==> config.mk <==
export PLATFORM = sky130hd
export DESIGN_NAME = servo_slew_sequencer_flat
export DESIGN_NICKNAME = d
export VERILOG_FILES = /design/src/rtl/servo_slew_sequencer_if.sv /design/src/rtl/servo_slew_sequencer.sv /design/src/flat_wrapper.sv
export SDC_FILE = /design/constraint.sdc
export NUM_CORES = 1
export LEC_CHECK = 0
export BUFFER_PORTS_ARGS = -buffer_cell sky130_fd_sc_hd__clkbuf_2
export CELL_PAD_IN_SITES_DETAIL_PLACEMENT = 0
export CELL_PAD_IN_SITES_GLOBAL_PLACEMENT = 1
export CORE_MARGIN = 10
export CORE_UTILIZATION = 51
export CTS_CLUSTER_DIAMETER = 50
export DETAILED_ROUTE_END_ITERATION = 10
export PLACE_DENSITY_LB_ADDON = 0.1
export SLEW_MARGIN = 10
export SYNTH_ARGS = -nofsm -noshare
export SYNTH_HDL_FRONTEND = slang
export SYNTH_SLANG_ARGS = --single-unit
export TNS_END_PERCENT = 50
==> constraint.sdc <==
create_clock -name clock -period 6.9 [get_ports clock]
set_input_delay 2.07 -clock clock [delete_from_list [all_inputs] [get_ports clock]]
set_output_delay 2.07 -clock clock [all_outputs]
set_load 0.02 [all_outputs]
==> src/rtl/servo_slew_sequencer_if.sv <==
// Target handshake and duty/load outputs shared between the slew sequencer
// and whatever feeds it targets or consumes its PWM commands.
interface servo_slew_sequencer_if;
    logic [7:0] target;
    logic       target_valid;
    logic       target_ready;
    logic [7:0] duty;
    logic       load;
    logic       at_target;

    modport master (
        output target, target_valid,
        input  target_ready, duty, load, at_target
    );

    modport slave (
        input  target, target_valid,
        output target_ready, duty, load, at_target
    );
endinterface

==> src/rtl/servo_slew_sequencer.sv <==
// Slews the PWM duty toward the latest accepted target by at most STEP counts
// per update frame, strobing load once per frame in which duty changes.
module servo_slew_sequencer #(
    parameter int         TICK_CYCLES = 1_000_000,
    parameter int         STEP        = 4,
    parameter logic [7:0] INIT_DUTY   = 8'h80
) (
    input  logic                          clock,
    input  logic                          reset,
    servo_slew_sequencer_if.slave         bus
);
    localparam int CW = (TICK_CYCLES > 1) ? $clog2(TICK_CYCLES) : 1;

    localparam logic [1:0] SYNC = 2'd0;
    localparam logic [1:0] IDLE = 2'd1;
    localparam logic [1:0] RAMP = 2'd2;

    logic [CW-1:0] tick_count;
    logic          tick;
    logic [1:0]    state;
    logic [7:0]    duty;
    logic [7:0]    goal;
    logic          load;
    logic          target_ready;
    logic          at_target;
    logic          sync_pending;
    logic [8:0]    up_sum;
    logic [8:0]    down_diff;
    logic [7:0]    step_duty;

    assign tick = (tick_count == CW'(TICK_CYCLES - 1));

    // Next duty one frame closer to goal; the ninth bit catches overflow and
    // underflow so the result clamps to goal instead of wrapping.
    always_comb begin
        up_sum    = {1'b0, duty} + 9'(STEP);
        down_diff = {1'b0, duty} - 9'(STEP);
        step_duty = duty;
        if (duty < goal) begin
            step_duty = (up_sum >= {1'b0, goal}) ? goal : up_sum[7:0];
        end else if (duty > goal) begin
            step_duty = (down_diff[8] || (down_diff[7:0] <= goal)) ? goal : down_diff[7:0];
        end
    end

    always_ff @(posedge clock or posedge reset) begin
        if (reset) begin
            tick_count   <= '0;
            state        <= SYNC;
            duty         <= INIT_DUTY;
            goal         <= INIT_DUTY;
            load         <= 1'b0;
            target_ready <= 1'b0;
            at_target    <= 1'b0;
            sync_pending <= 1'b1;
        end else begin
            tick_count   <= tick ? '0 : tick_count + CW'(1);
            load         <= 1'b0;
            target_ready <= 1'b1;
            at_target    <= (state == IDLE) && (duty == goal) && !sync_pending;

            // A transfer coinciding with a tick only affects the following frame.
            if (bus.target_valid && target_ready) begin
                goal <= bus.target;
            end

            case (state)
                SYNC: begin
                    if (tick) begin
                        load         <= 1'b1;
                        sync_pending <= 1'b0;
                        state        <= (duty == goal) ? IDLE : RAMP;
                    end
                end
                IDLE: begin
                    if (duty != goal) begin
                        state <= RAMP;
                    end
                end
                RAMP: begin
                    if (tick) begin
                        if (duty == goal) begin
                            state <= IDLE;
                        end else begin
                            duty <= step_duty;
                            load <= 1'b1;
                            if (step_duty == goal) begin
                                state <= IDLE;
                            end
                        end
                    end
                end
                default: state <= SYNC;
            endcase
        end
    end

    assign bus.duty         = duty;
    assign bus.load         = load;
    assign bus.target_ready = target_ready;
    assign bus.at_target    = at_target;
endmodule

==> src/flat_wrapper.sv <==
// flat-port wrapper written by rule: the top's interface ports become plain ports
module servo_slew_sequencer_flat 
#(
    parameter int         TICK_CYCLES = 1_000_000,
    parameter int         STEP        = 4,
    parameter logic [7:0] INIT_DUTY   = 8'h80
)
  (clock, reset, bus_target, bus_target_valid, bus_target_ready, bus_duty, bus_load, bus_at_target);
  servo_slew_sequencer_if bus_i ();
  input  logic clock;
  input  logic reset;
  input wire logic [$bits(bus_i.target)-1:0] bus_target;
  input wire logic [$bits(bus_i.target_valid)-1:0] bus_target_valid;
  output wire logic [$bits(bus_i.target_ready)-1:0] bus_target_ready;
  output wire logic [$bits(bus_i.duty)-1:0] bus_duty;
  output wire logic [$bits(bus_i.load)-1:0] bus_load;
  output wire logic [$bits(bus_i.at_target)-1:0] bus_at_target;
  assign bus_i.target = bus_target;
  assign bus_i.target_valid = bus_target_valid;
  assign bus_target_ready = bus_i.target_ready;
  assign bus_duty = bus_i.duty;
  assign bus_load = bus_i.load;
  assign bus_at_target = bus_i.at_target;
  servo_slew_sequencer #(.TICK_CYCLES(TICK_CYCLES), .STEP(STEP), .INIT_DUTY(INIT_DUTY)) u_core (.clock(clock), .reset(reset), .bus(bus_i));
endmodule
Word level (Yosys, flattened, before mapping)
Cells that the tools add are included.

Register bits after elaboration: 42. Word-level logic and storage cells: 51. Input port bits: 11. Output and inout port bits: 11.

Muxes and demuxes: 16. Magnitude comparators: 4. Bitwise gates (word level): 1. Equal/unequal tests: 10. Add/sub/neg operators: 3. Reduce and logical (&&, ||, !) cells: 9.

Operators with widths (number): $mux W8 (4); $add A20 B1 Y20 const B (1); $eq A20 B20 Y1 const B (1); $mux W20 (1); $eq A8 B8 Y1 (2); $mux W2 (6); $add A8 B3 Y9 const B (1); $ge A9 B8 Y1 (1); $sub A8 B3 Y9 const B (1); $gt A8 B8 Y1 (1); $le A8 B8 Y1 (1); $lt A8 B8 Y1 (1); $ne A8 B8 Y1 (1); $pmux W2 S3 (1); $ne A2 B1 Y1 const B (2); $reduce_and A4 Y1 (1); $logic_and A1 B1 Y1 (3); $mux W1 (3); $ne A3 B1 Y1 const B (1); $reduce_and A3 Y1 (1); $eq A2 B1 Y1 const B (1); $eq A2 B2 Y1 const B (1); $logic_not A2 Y1 (1); $ne A2 B2 Y1 const B (1); other kinds (5) (5).

Depth between registers and ports, before layout
Gate-level depths: netlist of run 1.

Depth in word-level cells: 11. Mapped depth: 18. Depth with buffers taken out: 15.

Worst setup path before layout of run 1
OpenSTA, ideal clock, no wires.

Path type: flip-flop to flip-flop. Start: register u_core.duty[4] (netlist: u_core.bus.duty[4]). End: register u_core.state[0]. Data required time: 6834 ps. Period minus slack after synthesis: 3101 ps. Path buffers: 2. Arrival time: 3035 ps. Cell stages (with the launch flop): 16. Path slack: 3799 ps. Setup time: 66 ps. Path through: dfrtp_1 -> buf_4 -> nor3_2 -> nand3b_1 -> xnor2_1 -> ha_1 -> a21oi_1 -> o21a_1 -> nand3_1 -> and2_4 -> buf_6 -> a211o_1 -> a22oi_2 -> nand3_1 -> a211oi_2 -> a31o_1.

Cells in the longest elaborated chain, start to end: 9. Elaborated cells on any way between the ends: 22. Those cells by class: add/sub: 2; order compare: 4; eq/ne: 5; mux: 9; reduce/logical: 2.

Ends and longest elaborated chain: start: declaration (line servo_slew_sequencer.sv:21) `logic [7:0] duty;`; start signal: assignment (line servo_slew_sequencer.sv:85) `duty <= step_duty;`; $sub A8 B3 Y9 (line servo_slew_sequencer.sv:37) `down_diff = {1'b0, duty} - 9'(STEP);`; $le A8 B8 Y1 (line servo_slew_sequencer.sv:42) `step_duty = (down_diff[8] || (down_diff[7:0] <= goal)) ? goal : down_diff[7:0];`; $logic_or A1 B1 Y1 (line servo_slew_sequencer.sv:42); $mux W8 (line servo_slew_sequencer.sv:42); $mux W8 (line servo_slew_sequencer.sv:41) `end else if (duty > goal) begin`; $mux W8 (line servo_slew_sequencer.sv:39) `if (duty < goal) begin`; $eq A8 B8 Y1 (line servo_slew_sequencer.sv:87) `if (step_duty == goal) begin`; $ne A3 B1 Y1 (no source line); $reduce_and A4 Y1 (no source line); end signal: assignment (line servo_slew_sequencer.sv:72) `state <= (duty == goal) ? IDLE : RAMP;`; end: declaration (line servo_slew_sequencer.sv:20) `logic [1:0] state;`.

Parallel ways exist; a longest one is shown, timed or not. The select of a mux whose other input is x is not followed. A chain may end at the register's enable or synchronous reset.

Final worst setup path of run 1
Ends and elaborated chain as after synthesis.

==> results of run 1 <==
==> cells by family after synthesis <==
group | Yosys count
flops | 42
buf+inv | 28
fa+ha+maj | 22
compound gates | 82
mux | 13
simple gates | 109
other cells | 1
xor+xnor | 30
==> cells in the mapped netlist, drive strengths merged (4+ instances only) <==
master,n
nor2,22
clkbuf,5
and2,4
nor3,5
ha,22
a21oi,21
o31ai,5
xor2,11
dfrtp,39
inv,15
nand3,18
xnor2,19
mux2,10
and3,8
o21ai,22
nand2,28
a21o,4
buf,8
==> layout make-up <==
type | instances | share of cell area [%]
tap | 75 | 2.856
clock buffer | 6 | 2.209
inverter | 15 | 1.714
clock inverter | 2 | 1.142
multi-input combinational | 257 | 56.55
timing repair buffer | 22 | 3.427
sequential | 42 | 32.10
==> critical path, stage by stage (launching register included) <==
cell and delay (ns):
dfrtp_1 0.60, nor3_2 0.31, nand3b_1 0.20, xnor2_1 0.18
ha_1 0.32, a21oi_1 0.22, o21a_1 0.17, nand3_1 0.18
nand2_1 0.32, o21ai_1 0.17, nor3_1 0.28, a2bb2oi_1 0.24
a211oi_2 0.08, a31o_1 0.21
==> final timing paths <==
path | from | endpoint | cells after the start
worst min register to register | u_core.tick_count[4]$_DFF_PP0_ | u_core.tick_count[4]$_DFF_PP0_ | 1
worst min-delay path | u_core.tick_count[4]$_DFF_PP0_ | u_core.tick_count[4]$_DFF_PP0_ | 1
worst max register to register | u_core.bus.duty[4]$_DFFE_PP0P_ | u_core.state[0]$_DFFE_PP0P_ | 13
worst max-delay path | u_core.bus.duty[4]$_DFFE_PP0P_ | u_core.state[0]$_DFFE_PP0P_ | 13
min in group asynchronous | reset | u_core.goal[2]$_DFFE_PP0P_ | 3
max in group asynchronous | reset | u_core.bus.duty[7]$_DFFE_PP1P_ | 3
==> registers in the layout, indices dropped and copies added (netlist names) <==
register,cells
u_core.bus.duty,8
u_core.bus.target_ready,1
u_core.goal,8
u_core.bus.at_target,1
u_core.state,2
u_core.bus.load,1
u_core.sync_pending,1
u_core.tick_count,20
==> routing by layer <==
layer	vias to the layer above	part of all wire, %	GRT usage, %	routed length, um
li1	1200	-	-	-
met1	1120	49	19.39	3370
met2	67	44	22.33	3067
met3	8	5.7	3.698	392
met4	0	0.96	3.244	66
met5	-	0	0	0
==> cells in the final DEF, fill, tap and decap left out, types with 5 or more instances in the layout <==
cell      count
dfrtp_1      39
nand2_1      27
ha_1         22
a21oi_1      21
nor2_1       21
clkbuf_2     21
o21ai_0      19
xnor2_1      19
nand3_1      17
inv_1        14
mux2_2       10
xor2_1       10
and3_1        8
clkbuf_8      5
==> per-stage QoR <==
step / utilization [%] / instance area, um^2 / hold WS [ns] / instances / worst slack, ns
6_report: 55.82 / 3286 / 0.4653 / 419 / 3.330
3_5_place_dp: 53.95 / 3176 / 0.4543 / 411 / 3.384
5_1_grt: 55.82 / 3286 / 0.5020 / 419 / 3.095
3_3_place_gp: 53.95 / 3176 / 0.4552 / 411 / 3.306
4_1_cts: 55.82 / 3286 / 0.4699 / 419 / 3.388
2_1_floorplan: - / 3077 / 0.4376 / 327 / 3.799
==> report_power, final <==
part	internal, W	total, W	switching (W)
logic	0.0000394	0.0000907	0.0000514
registers	0.000254	0.000264	0.0000105
clock network	0.000108	0.000190	0.0000817
total	0.000401	0.000545	0.000144
==> impl_metrics.prom, run 1 <==
# TYPE chip_impl_metric gauge
chip_impl_metric{name="first_iter_violations",unit=""} 166
chip_impl_metric{name="placementRows",unit=""} 28
chip_impl_metric{name="synth-xor-area-share",unit="%"} 8.784
chip_impl_metric{name="synth.top_cell.area_share",unit="%"} 31.72
chip_impl_metric{name="finalHoldViolations",unit=""} 0
chip_impl_info{name="rsz0062_at_grt",value="false"} 1
chip_impl_metric{name="avgViaCountPerCell",unit=""} 5.716
chip_impl_metric{name="postCtsSetupRepairBufs",unit=""} 0
chip_impl_metric{name="post_cts.resized_instances",unit=""} 0
chip_impl_metric{name="share_of_the_synthesized_area_in_compound_gates_ao_oa_aoi_oai",unit="%"} 18.83
chip_impl_metric{name="synthesized_area_per_cell",unit="um^2"} 9.409
chip_impl_metric{name="max_slew.worst_pin.slew",unit="ns"} 0.7138
chip_impl_metric{name="syn_inst",unit=""} 327
chip_impl_info{name="synth_top_family_by_area",value="simple AND/OR/NAND/NOR gates"} 1
chip_impl_metric{name="count_of_flip_flops_with_a_built_in_enable_after_synthesis",unit=""} 0
chip_impl_metric{name="grt_pass1_wl",unit="um"} 11590
chip_impl_metric{name="final_antenna_net_count",unit=""} 0
chip_impl_metric{name="antenna_violations_before_repair",unit=""} 0
chip_impl_metric{name="finalSetupViolations",unit=""} 0
chip_impl_metric{name="diodes",unit=""} 0
chip_impl_metric{name="post_cts_hold_buffer_count",unit=""} 0
chip_impl_metric{name="place_hpwl",unit="um"} 5251
chip_impl_metric{name="data_required_critical_path",unit="ns"} 7.09
chip_impl_metric{name="timing.critical_path.arrival",unit="ns"} 3.76
chip_impl_metric{name="synth_seq_cells",unit=""} 42
chip_impl_metric{name="adder_and_majority_cell_fraction_of_the_synthesized_area",unit="%"} 8.947
chip_impl_info{name="yosys_most_used_dff",value="dfrtp_1"} 1
chip_impl_metric{name="wl_per_cell",unit="um"} 16.46
chip_impl_metric{name="mux_share_of_post_synthesis_cell_area",unit="%"} 4.636
chip_impl_metric{name="post_route_setup_tns",unit="ns"} 0
chip_impl_metric{name="ios",unit=""} 22
chip_impl_metric{name="max-cap-violations",unit=""} 0
chip_impl_metric{name="place.gp.congestion",unit=""} 0.8660
chip_impl_metric{name="detail_route.drc_violations",unit=""} 0
chip_impl_info{name="cts_root_buffer",value="clkbuf_8"} 1
chip_impl_metric{name="maximum_number_of_pins_on_one_net_before_global_route_repair",unit=""} 43
chip_impl_info{name="cts_tree",value="done"} 1
chip_impl_metric{name="timing.clock.skew",unit="ns"} 0.007661
chip_impl_metric{name="path_max_fanout",unit=""} 14
chip_impl_metric{name="ratio_of_total_power_to_cell_area",unit="nW/um^2"} 165.8
chip_impl_metric{name="drt-pass1-iter-count",unit=""} 4
chip_impl_metric{name="cellLeakagePower",unit="nW"} 1.455
chip_impl_metric{name="cts_sinks",unit=""} 42
chip_impl_info{name="critPathCaptureType",value="register"} 1
chip_impl_metric{name="cts.path.max_buffers",unit=""} 2
chip_impl_metric{name="synth_nets",unit=""} 360
chip_impl_metric{name="core",unit="um^2"} 5886
chip_impl_metric{name="grt_pass1_vias",unit=""} 2350
chip_impl_metric{name="design.final.nets",unit=""} 376
chip_impl_metric{name="total_congestion_overflow",unit=""} 0
chip_impl_metric{name="drt_wl_total",unit="um"} 6896
chip_impl_metric{name="maximum_frequency_from_static_timing_analysis",unit="MHz"} 280.1
chip_impl_metric{name="die_ht",unit="um"} 97.67
chip_impl_metric{name="die_width",unit="um"} 97.67
chip_impl_metric{name="multi_input_comb_area",unit="um^2"} 1858
chip_impl_metric{name="timing.final.max_slew_violations",unit=""} 0
chip_impl_metric{name="buffer_ports.inserted",unit=""} 21
chip_impl_metric{name="grt_util_all_layers",unit="%"} 14.37
chip_impl_metric{name="timing.max_slew.rel_slack",unit="%"} 52.41
chip_impl_metric{name="design_power_total",unit="W"} 0.0005448
chip_impl_metric{name="syn_area",unit="um^2"} 3077
chip_impl_metric{name="synth-seq-area-share",unit="%"} 34.28
chip_impl_metric{name="synth_area_in_simple_gates",unit="%"} 19.07
chip_impl_metric{name="finalWorstPathRequiredPeriod",unit="ns"} 3.570
chip_impl_metric{name="synth_async_sr_flop_share",unit="%"} 100.0
chip_impl_metric{name="insertion_delay_of_the_later_clocked_pin_in_the_worst_skew_pair",unit="ns"} 0.29
chip_impl_info{name="synth_area_leader",value="dfrtp_1"} 1
chip_impl_metric{name="cts-buffers-inserted",unit=""} 5
chip_impl_info{name="synthTopCellsByArea",value="dfrtp_1 32%, ha_1 8.9%, xnor2_1 5.4%"} 1
chip_impl_metric{name="yosys.cell_types.count",unit=""} 70
chip_impl_info{name="status",value="complete, no violations"} 1
chip_impl_metric{name="vias",unit=""} 2395
chip_impl_metric{name="reg2reg_setup_slack",unit="ns"} 3.33
chip_impl_metric{name="synthToLayoutAreaGrowth",unit="%"} 6.791
chip_impl_info{name="setup.worst_path.class",value="register to register"} 1
chip_impl_metric{name="fin_crit_sh",unit="%"} 51.74
chip_impl_metric{name="yosysWarningCount",unit=""} 0
chip_impl_info{name="class_of_the_worst_hold_path",value="register to register"} 1
chip_impl_metric{name="htree_levels",unit=""} 2
chip_impl_metric{name="clkSlewWorstSetupHoldPaths",unit="ns"} 0.08
chip_impl_metric{name="die_area",unit="um^2"} 9539
chip_impl_metric{name="n_fill_cell",unit=""} 559
chip_impl_metric{name="sequential_cell_area",unit="um^2"} 1055
chip_impl_metric{name="ir_drop",unit="mV"} 0.1583
chip_impl_info{name="startpoint_class_of_the_critical_path",value="register"} 1
chip_impl_metric{name="initial_core_utilization",unit="%"} 52.27
chip_impl_metric{name="final_layout_size_suffix_gt1_share",unit="%"} 18.02
(Power assumes the default switching activity.)
==> run 2, diff against run 1 <==
--- a/config.mk
+++ b/config.mk
@@ -9,7 +9,7 @@
 export CELL_PAD_IN_SITES_DETAIL_PLACEMENT = 0
 export CELL_PAD_IN_SITES_GLOBAL_PLACEMENT = 1
 export CORE_MARGIN = 10
-export CORE_UTILIZATION = 51
+export CORE_UTILIZATION = 47
 export CTS_CLUSTER_DIAMETER = 50
 export DETAILED_ROUTE_END_ITERATION = 10
 export PLACE_DENSITY_LB_ADDON = 0.1
==> constraint.sdc (replaced) <==
create_clock -name clock -period 3.6 [get_ports clock]
set_input_delay 1.08 -clock clock [delete_from_list [all_inputs] [get_ports clock]]
set_output_delay 1.08 -clock clock [all_outputs]
set_load 0.02 [all_outputs]
==> run 2 against run 1 <==
Effect of this change: wire length increased by 1.7%; sequential cell count unchanged; clock-buffer cell count increased by 1; design area rose by 1.7%; fmax increased by 9.1%; non-clock buffer count is 6 higher; register-to-register slack got worse by 3.0 ns; clock skew up 0.0029 ns; final cell count rose by 1.9%; critical path depth down 1; critical path type unchanged; critical endpoint unchanged; largest cell class unchanged; largest power group unchanged.
==> impl_metrics.prom, run 2 (synthesis gave the netlist of run 1 again) <==
# TYPE chip_impl_metric gauge
chip_impl_info{name="status",value="complete, no violations"} 1
chip_impl_metric{name="timing.clock.skew",unit="ns"} 0.01056
chip_impl_metric{name="wl_per_cell",unit="um"} 16.42
chip_impl_metric{name="post_route_setup_tns",unit="ns"} 0
chip_impl_metric{name="die_ht",unit="um"} 100.9
chip_impl_info{name="cts_tree",value="done"} 1
chip_impl_metric{name="die_area",unit="um^2"} 10180
chip_impl_metric{name="data_required_critical_path",unit="ns"} 3.82
chip_impl_metric{name="finish.instance_area",unit="um^2"} 3341
chip_impl_metric{name="diodes",unit=""} 0
chip_impl_metric{name="drt_wl_total",unit="um"} 7013
chip_impl_metric{name="design.final.nets",unit=""} 382
chip_impl_metric{name="first_iter_violations",unit=""} 175
chip_impl_info{name="class_of_the_worst_hold_path",value="register to register"} 1
chip_impl_metric{name="worst_r2r_path_depth",unit=""} 12
chip_impl_metric{name="final_layout_size_suffix_gt1_share",unit="%"} 19.71
chip_impl_info{name="worstHoldStart",value="u_core.tick_count[4]$_DFF_PP0_"} 1
chip_impl_metric{name="timing.max_slew.rel_slack",unit="%"} 56.76
chip_impl_info{name="worstSetupStartpoint",value="u_core.bus.duty[3]$_DFFE_PP0P_"} 1
chip_impl_metric{name="vias",unit=""} 2426
chip_impl_metric{name="timing.final.max_slew_violations",unit=""} 0
chip_impl_info{name="cts_root_buffer",value="clkbuf_8"} 1
chip_impl_metric{name="ios",unit=""} 22
chip_impl_metric{name="maximum_frequency_from_static_timing_analysis",unit="MHz"} 305.7
chip_impl_metric{name="drt-pass1-iter-count",unit=""} 4
chip_impl_metric{name="htree_levels",unit=""} 2
chip_impl_info{name="leading_registers_by_flop_count",value="u_core.tick_count (20), u_core.bus.duty (8), u_core.goal (8)"} 1
chip_impl_metric{name="maximum_number_of_pins_on_one_net_before_global_route_repair",unit=""} 25
chip_impl_metric{name="core",unit="um^2"} 6350
chip_impl_metric{name="buffer_ports.inserted",unit=""} 21
chip_impl_metric{name="detail_route.drc_violations",unit=""} 0
chip_impl_metric{name="finalWorstPathRequiredPeriod",unit="ns"} 3.271
chip_impl_metric{name="post_cts.resized_instances",unit=""} 0
chip_impl_info{name="critPathCaptureType",value="register"} 1
chip_impl_metric{name="max-cap-violations",unit=""} 0
chip_impl_metric{name="cts-buffers-inserted",unit=""} 5
chip_impl_metric{name="finalSetupViolations",unit=""} 0
chip_impl_metric{name="sequential_cell_area",unit="um^2"} 1056
chip_impl_metric{name="grt_util_all_layers",unit="%"} 14.27
chip_impl_metric{name="multi_input_comb_area",unit="um^2"} 1858
chip_impl_info{name="worstReg2RegStart",value="u_core.bus.duty[3]$_DFFE_PP0P_"} 1
chip_impl_info{name="rsz0062_at_grt",value="false"} 1
chip_impl_metric{name="synthToLayoutAreaGrowth",unit="%"} 8.581
chip_impl_metric{name="avgViaCountPerCell",unit=""} 5.681
chip_impl_metric{name="grt_pass1_wl",unit="um"} 11970
chip_impl_metric{name="die_width",unit="um"} 100.9
chip_impl_metric{name="final_antenna_net_count",unit=""} 0
chip_impl_metric{name="timing.critical_path.arrival",unit="ns"} 3.50
chip_impl_metric{name="ir_drop",unit="mV"} 0.2759
chip_impl_info{name="largest_register",value="u_core.tick_count"} 1
chip_impl_metric{name="total_congestion_overflow",unit=""} 0
chip_impl_info{name="most_used_cells_in_the_layout_excluding_fill_and_tap_cells",value="38 x dfrtp_1, 27 x nand2_1, 22 x ha_1"} 1
chip_impl_metric{name="cts.path.max_buffers",unit=""} 2
chip_impl_info{name="endpoint",value="u_core.state[0]$_DFFE_PP0P_"} 1
chip_impl_info{name="timing.critical_path.cells",value="buf_4 > ha_1 > xor2_2 > ha_1 > nand3_1 > o21ai_0 > a211o_1 > nand2_1 > a31oi_1 > nand3_1 > a211oi_2 > a31o_1"} 1
chip_impl_info{name="startpoint_class_of_the_critical_path",value="register"} 1
chip_impl_metric{name="reg2reg_setup_slack",unit="ns"} 0.33
chip_impl_metric{name="place.gp.congestion",unit=""} 0.8941
chip_impl_metric{name="clkSlewWorstSetupHoldPaths",unit="ns"} 0.08
chip_impl_metric{name="design_power_total",unit="W"} 0.001062
chip_impl_metric{name="path_max_fanout",unit=""} 12
chip_impl_metric{name="ratio_of_total_power_to_cell_area",unit="nW/um^2"} 317.8
chip_impl_metric{name="finalHoldViolations",unit=""} 0
chip_impl_metric{name="cellLeakagePower",unit="nW"} 1.492
chip_impl_metric{name="place_hpwl",unit="um"} 5509
chip_impl_metric{name="post_cts_hold_buffer_count",unit=""} 0
chip_impl_metric{name="insertion_delay_of_the_later_clocked_pin_in_the_worst_skew_pair",unit="ns"} 0.29
chip_impl_metric{name="post_place_instance_area",unit="um^2"} 3223
chip_impl_metric{name="critPathMaxStageDelay",unit="ns"} 0.47
chip_impl_info{name="setup.worst_path.class",value="register to register"} 1
chip_impl_metric{name="grt_pass1_vias",unit=""} 2355
chip_impl_metric{name="placementRows",unit=""} 29
chip_impl_metric{name="postCtsSetupRepairBufs",unit=""} 0
chip_impl_metric{name="n_fill_cell",unit=""} 614
chip_impl_metric{name="fin_crit_sh",unit="%"} 90.87
chip_impl_metric{name="initial_core_utilization",unit="%"} 48.45
chip_impl_metric{name="antenna_violations_before_repair",unit=""} 0
chip_impl_info{name="mostFrequentLayoutCell",value="dfrtp_1"} 1
chip_impl_metric{name="largest_register_ffs",unit=""} 20
chip_impl_metric{name="max_slew.worst_pin.slew",unit="ns"} 0.6446
chip_impl_info{name="slowest_cell_on_the_critical_path",value="a211o_1"} 1
chip_impl_metric{name="cts_sinks",unit=""} 42
chip_impl_info{name="crit-reg2reg-capture",value="u_core.state[0]$_DFFE_PP0P_"} 1
run 2: power by group:
group	leakage (nW)	internal [W]	switching (W)
clock	0.0585	0.000226	0.000154
combinational	0.891	0.0000754	0.0000998
sequential	0.542	0.000487	0.0000200
run 2: cell type report:
class	instances	area share [%]
multi-input cells	257	55.62
flip-flops and latches	42	31.61
repair buffers	28	4.719
well taps	77	2.884
clock buffers	7	2.584
inverters	15	1.685
clock inverters	1	0.8989
run 2: worst min-delay path by stage:
stage,cells past startpoint,slack [ns],endpoint
after floorplan,1,0.44,u_core.tick_count[4]$_DFF_PP0_
after global placement,1,0.45,u_core.tick_count[4]$_DFF_PP0_
after detailed placement,1,0.46,u_core.tick_count[4]$_DFF_PP0_
after CTS,1,0.47,u_core.tick_count[4]$_DFF_PP0_
after global routing,1,0.50,u_core.sync_pending$_DFFE_PP1P_
final,1,0.47,u_core.tick_count[4]$_DFF_PP0_
run 2: critical path, delay by kind of cell, from the launching register on:
kind                       cells  cell delay, ns
adders and majority gates      2            0.55
AOI/OAI and AO/OA              5            1.43
buffers and inverters          1            0.18
and+or+nand+nor                3            0.42
xor gates and xnor gates       1            0.22
DFF                            1            0.41
run 2: per-stage QoR:
step	cells	utilization (%)	hold WS, ns	setup WS (ns)
6_report	427	52.61	0.4678	0.3287
5_1_grt	427	52.61	0.5028	0.06277
4_1_cts	427	52.59	0.4711	0.2827
3_5_place_dp	419	50.76	0.4553	0.2851
3_3_place_gp	419	50.76	0.4523	0.2910
2_1_floorplan	327	-	0.4376	0.4994
run 2: layer usage:
| layer | track usage (%) | share of wire (%) | vias up |
|---|---|---|---|
| met3 | 3.635 | 6.1 | 6 |
| met4 | 3.537 | 0.88 | 0 |
| li1 | - | - | 1220 |
| met5 | 0 | 0 | - |
| met2 | 20.44 | 42 | 62 |
| met1 | 20.69 | 51 | 1138 |
==> run 3, diff against run 2 <==
--- a/config.mk
+++ b/config.mk
@@ -9,7 +9,7 @@
 export CELL_PAD_IN_SITES_DETAIL_PLACEMENT = 0
 export CELL_PAD_IN_SITES_GLOBAL_PLACEMENT = 1
 export CORE_MARGIN = 10
-export CORE_UTILIZATION = 47
+export CORE_UTILIZATION = 30
 export CTS_CLUSTER_DIAMETER = 50
 export DETAILED_ROUTE_END_ITERATION = 10
 export PLACE_DENSITY_LB_ADDON = 0.1
==> run 3 against run 2 <==
Effect of this change: clock-buffer cell count increased by 1; critical path depth grew 1; die area is 44% higher; first-iteration DRC count down 16%; sequential cell count unchanged; combinational power up 5%; core utilization is 18 points lower; wire length up 12%; clock power down 16%; critical endpoint unchanged; largest power group unchanged; highest routed layer unchanged.
==> impl_metrics.prom, run 3 (synthesis gave the netlist of run 1 again) <==
# TYPE chip_impl_metric gauge
chip_impl_metric{name="placementRows",unit=""} 36
chip_impl_info{name="status",value="complete, no violations"} 1
chip_impl_info{name="rsz0062_at_grt",value="false"} 1
chip_impl_metric{name="core",unit="um^2"} 9864
chip_impl_metric{name="final_antenna_net_count",unit=""} 0
chip_impl_metric{name="insertion_delay_of_the_later_clocked_pin_in_the_worst_skew_pair",unit="ns"} 0.29
chip_impl_metric{name="drt_wl_total",unit="um"} 7852
chip_impl_metric{name="cts-buffers-inserted",unit=""} 5
chip_impl_info{name="mostFrequentLayoutCell",value="dfrtp_1"} 1
chip_impl_metric{name="finalHoldViolations",unit=""} 0
chip_impl_metric{name="timing.max_slew.rel_slack",unit="%"} 33.02
chip_impl_metric{name="data_required_critical_path",unit="ns"} 3.78
chip_impl_metric{name="clkSlewWorstSetupHoldPaths",unit="ns"} 0.08
chip_impl_info{name="critPathCaptureType",value="register"} 1
chip_impl_metric{name="cts_sinks",unit=""} 42
chip_impl_metric{name="cts.path.max_buffers",unit=""} 2
chip_impl_info{name="worstHoldStart",value="u_core.tick_count[4]$_DFF_PP0_"} 1
chip_impl_metric{name="grt_pass1_vias",unit=""} 2480
chip_impl_metric{name="avgViaCountPerCell",unit=""} 4.965
chip_impl_metric{name="post_cts.resized_instances",unit=""} 0
chip_impl_metric{name="cellLeakagePower",unit="nW"} 1.492
chip_impl_metric{name="final_layout_size_suffix_gt1_share",unit="%"} 19.60
chip_impl_metric{name="design_power_total",unit="W"} 0.001008
chip_impl_info{name="leading_registers_by_flop_count",value="u_core.tick_count (20), u_core.bus.duty (8), u_core.goal (8)"} 1
chip_impl_metric{name="detail_route.drc_violations",unit=""} 0
chip_impl_info{name="most_used_cells_in_the_layout_excluding_fill_and_tap_cells",value="39 x dfrtp_1, 27 x nand2_1, 22 x ha_1"} 1
chip_impl_metric{name="max-cap-violations",unit=""} 0
chip_impl_metric{name="max_slew.worst_pin.slew",unit="ns"} 0.9985
chip_impl_info{name="largest_register",value="u_core.tick_count"} 1
chip_impl_info{name="cts_tree",value="done"} 1
chip_impl_metric{name="fin_crit_sh",unit="%"} 92.47
chip_impl_metric{name="die_area",unit="um^2"} 14710
chip_impl_metric{name="wl_per_cell",unit="um"} 16.19
chip_impl_metric{name="finalWorstPathRequiredPeriod",unit="ns"} 3.329
chip_impl_info{name="setup.worst_path.class",value="register to register"} 1
chip_impl_metric{name="design.final.nets",unit=""} 384
chip_impl_metric{name="die_ht",unit="um"} 121.3
chip_impl_metric{name="largest_register_ffs",unit=""} 20
chip_impl_metric{name="maximum_number_of_pins_on_one_net_before_global_route_repair",unit=""} 27
chip_impl_metric{name="total_congestion_overflow",unit=""} 0
chip_impl_metric{name="post_place_instance_area",unit="um^2"} 3308
chip_impl_info{name="timing.critical_path.cells",value="buf_4 > ha_1 > nand3_1 > xnor2_1 > ha_1 > a21oi_1 > o22ai_1 > a211o_1 > nor2_1 > a21oi_1 > a2bb2oi_1 > a211oi_2 > a31o_1"} 1
chip_impl_metric{name="postCtsSetupRepairBufs",unit=""} 0
chip_impl_metric{name="timing.clock.skew",unit="ns"} 0.01152
chip_impl_info{name="cts_root_buffer",value="clkbuf_8"} 1
chip_impl_metric{name="ir_drop",unit="mV"} 0.1353
chip_impl_metric{name="htree_levels",unit=""} 2
chip_impl_metric{name="diodes",unit=""} 0
chip_impl_metric{name="initial_core_utilization",unit="%"} 31.19
chip_impl_info{name="class_of_the_worst_hold_path",value="register to register"} 1
chip_impl_metric{name="finish.instance_area",unit="um^2"} 3398
chip_impl_info{name="worstReg2RegStart",value="u_core.bus.duty[2]$_DFFE_PP0P_"} 1
chip_impl_metric{name="buffer_ports.inserted",unit=""} 21
chip_impl_metric{name="post_route_setup_tns",unit="ns"} 0
chip_impl_metric{name="synthToLayoutAreaGrowth",unit="%"} 10.45
chip_impl_metric{name="vias",unit=""} 2408
chip_impl_metric{name="place.gp.congestion",unit=""} 0.8506
chip_impl_metric{name="drt-pass1-iter-count",unit=""} 4
chip_impl_metric{name="grt_util_all_layers",unit="%"} 11.18
chip_impl_info{name="worstSetupStartpoint",value="u_core.bus.duty[2]$_DFFE_PP0P_"} 1
chip_impl_metric{name="grt_pass1_wl",unit="um"} 13400
chip_impl_metric{name="place_hpwl",unit="um"} 6127
chip_impl_metric{name="first_iter_violations",unit=""} 147
chip_impl_metric{name="die_width",unit="um"} 121.3
chip_impl_metric{name="timing.critical_path.arrival",unit="ns"} 3.51
chip_impl_info{name="slowest_cell_on_the_critical_path",value="dfrtp_1"} 1
chip_impl_info{name="startpoint_class_of_the_critical_path",value="register"} 1
chip_impl_metric{name="post_cts_hold_buffer_count",unit=""} 0
chip_impl_metric{name="path_max_fanout",unit=""} 12
chip_impl_metric{name="ratio_of_total_power_to_cell_area",unit="nW/um^2"} 296.7
chip_impl_metric{name="finalSetupViolations",unit=""} 0
chip_impl_metric{name="timing.final.max_slew_violations",unit=""} 0
chip_impl_metric{name="ios",unit=""} 22
chip_impl_metric{name="critPathMaxStageDelay",unit="ns"} 0.48
chip_impl_metric{name="maximum_frequency_from_static_timing_analysis",unit="MHz"} 300.4
chip_impl_metric{name="antenna_violations_before_repair",unit=""} 0
-- run 3: cell count changes in the layout (fill, tap and decap cells not counted) --
| cell | delta |
|---|---|
| dfrtp_2 | -1 |
| dfrtp_1 | +1 |
| buf_4 | +2 |
| bufinv_16 | -1 |
| clkbuf_1 | +1 |
-- run 3: through the flow --
step / instances / utilization [%] / hold slack [ns] / worst slack (ns)
2_1_floorplan: 327 / - / 0.4376 / 0.4994
3_3_place_gp: 477 / 33.54 / 0.4580 / 0.3100
3_5_place_dp: 477 / 33.54 / 0.4572 / 0.3034
4_1_cts: 485 / 34.45 / 0.4730 / 0.2633
5_1_grt: 485 / 34.45 / 0.4972 / 0.003445
6_report: 485 / 34.45 / 0.4800 / 0.2710
-- run 3: final timing paths --
check	cells after the start	endpoint	slack (ns)
setup / recovery	13	u_core.state[0]$_DFFE_PP0P_	0.27
hold / removal	1	u_core.tick_count[4]$_DFF_PP0_	0.48
setup reg to reg	13	u_core.state[0]$_DFFE_PP0P_	0.27
hold reg to reg	1	u_core.tick_count[4]$_DFF_PP0_	0.48
max in group asynchronous	3	u_core.sync_pending$_DFFE_PP1P_	1.95
min in group asynchronous	2	u_core.bus.target_ready$_DFF_PP0_	0.87
-- run 3: worst max-delay path, delay by kind of cell (launching register included) --
| family | cells | cell delay, ns |
|---|---|---|
| compound gates | 7 | 1.28 |
| fa+ha+maj | 2 | 0.53 |
| flops | 1 | 0.48 |
| simple gates | 2 | 0.44 |
| xor+xnor | 1 | 0.29 |
| buf+inv | 1 | 0.19 |
-- run 3: area by class of cell --
class	instances	area [um^2]
clock buffer	8	90.09
fill	1015	6466
inverter	15	56.30
multi-input combinational	257	1858
sequential	42	1055
tap	133	166.4
timing repair buffer	30	172.7
-- run 3: metal layers --
layer  vias up  routed length [um]  global-route usage [%]
met4         0                  25                   1.863
met2        48                3321                   16.56
met3         2                 464                   2.792
met1      1143                4041                   16.13
met5         -                   0                       0
li1       1215                   -                       -
-- run 3: report_power, final --
| group | leakage [nW] | switching [W] | internal [W] |
|---|---|---|---|
| clock | 0.0455 | 0.000161 | 0.000157 |
| sequential | 0.544 | 0.0000203 | 0.000487 |
| combinational | 0.903 | 0.000106 | 0.0000776 |
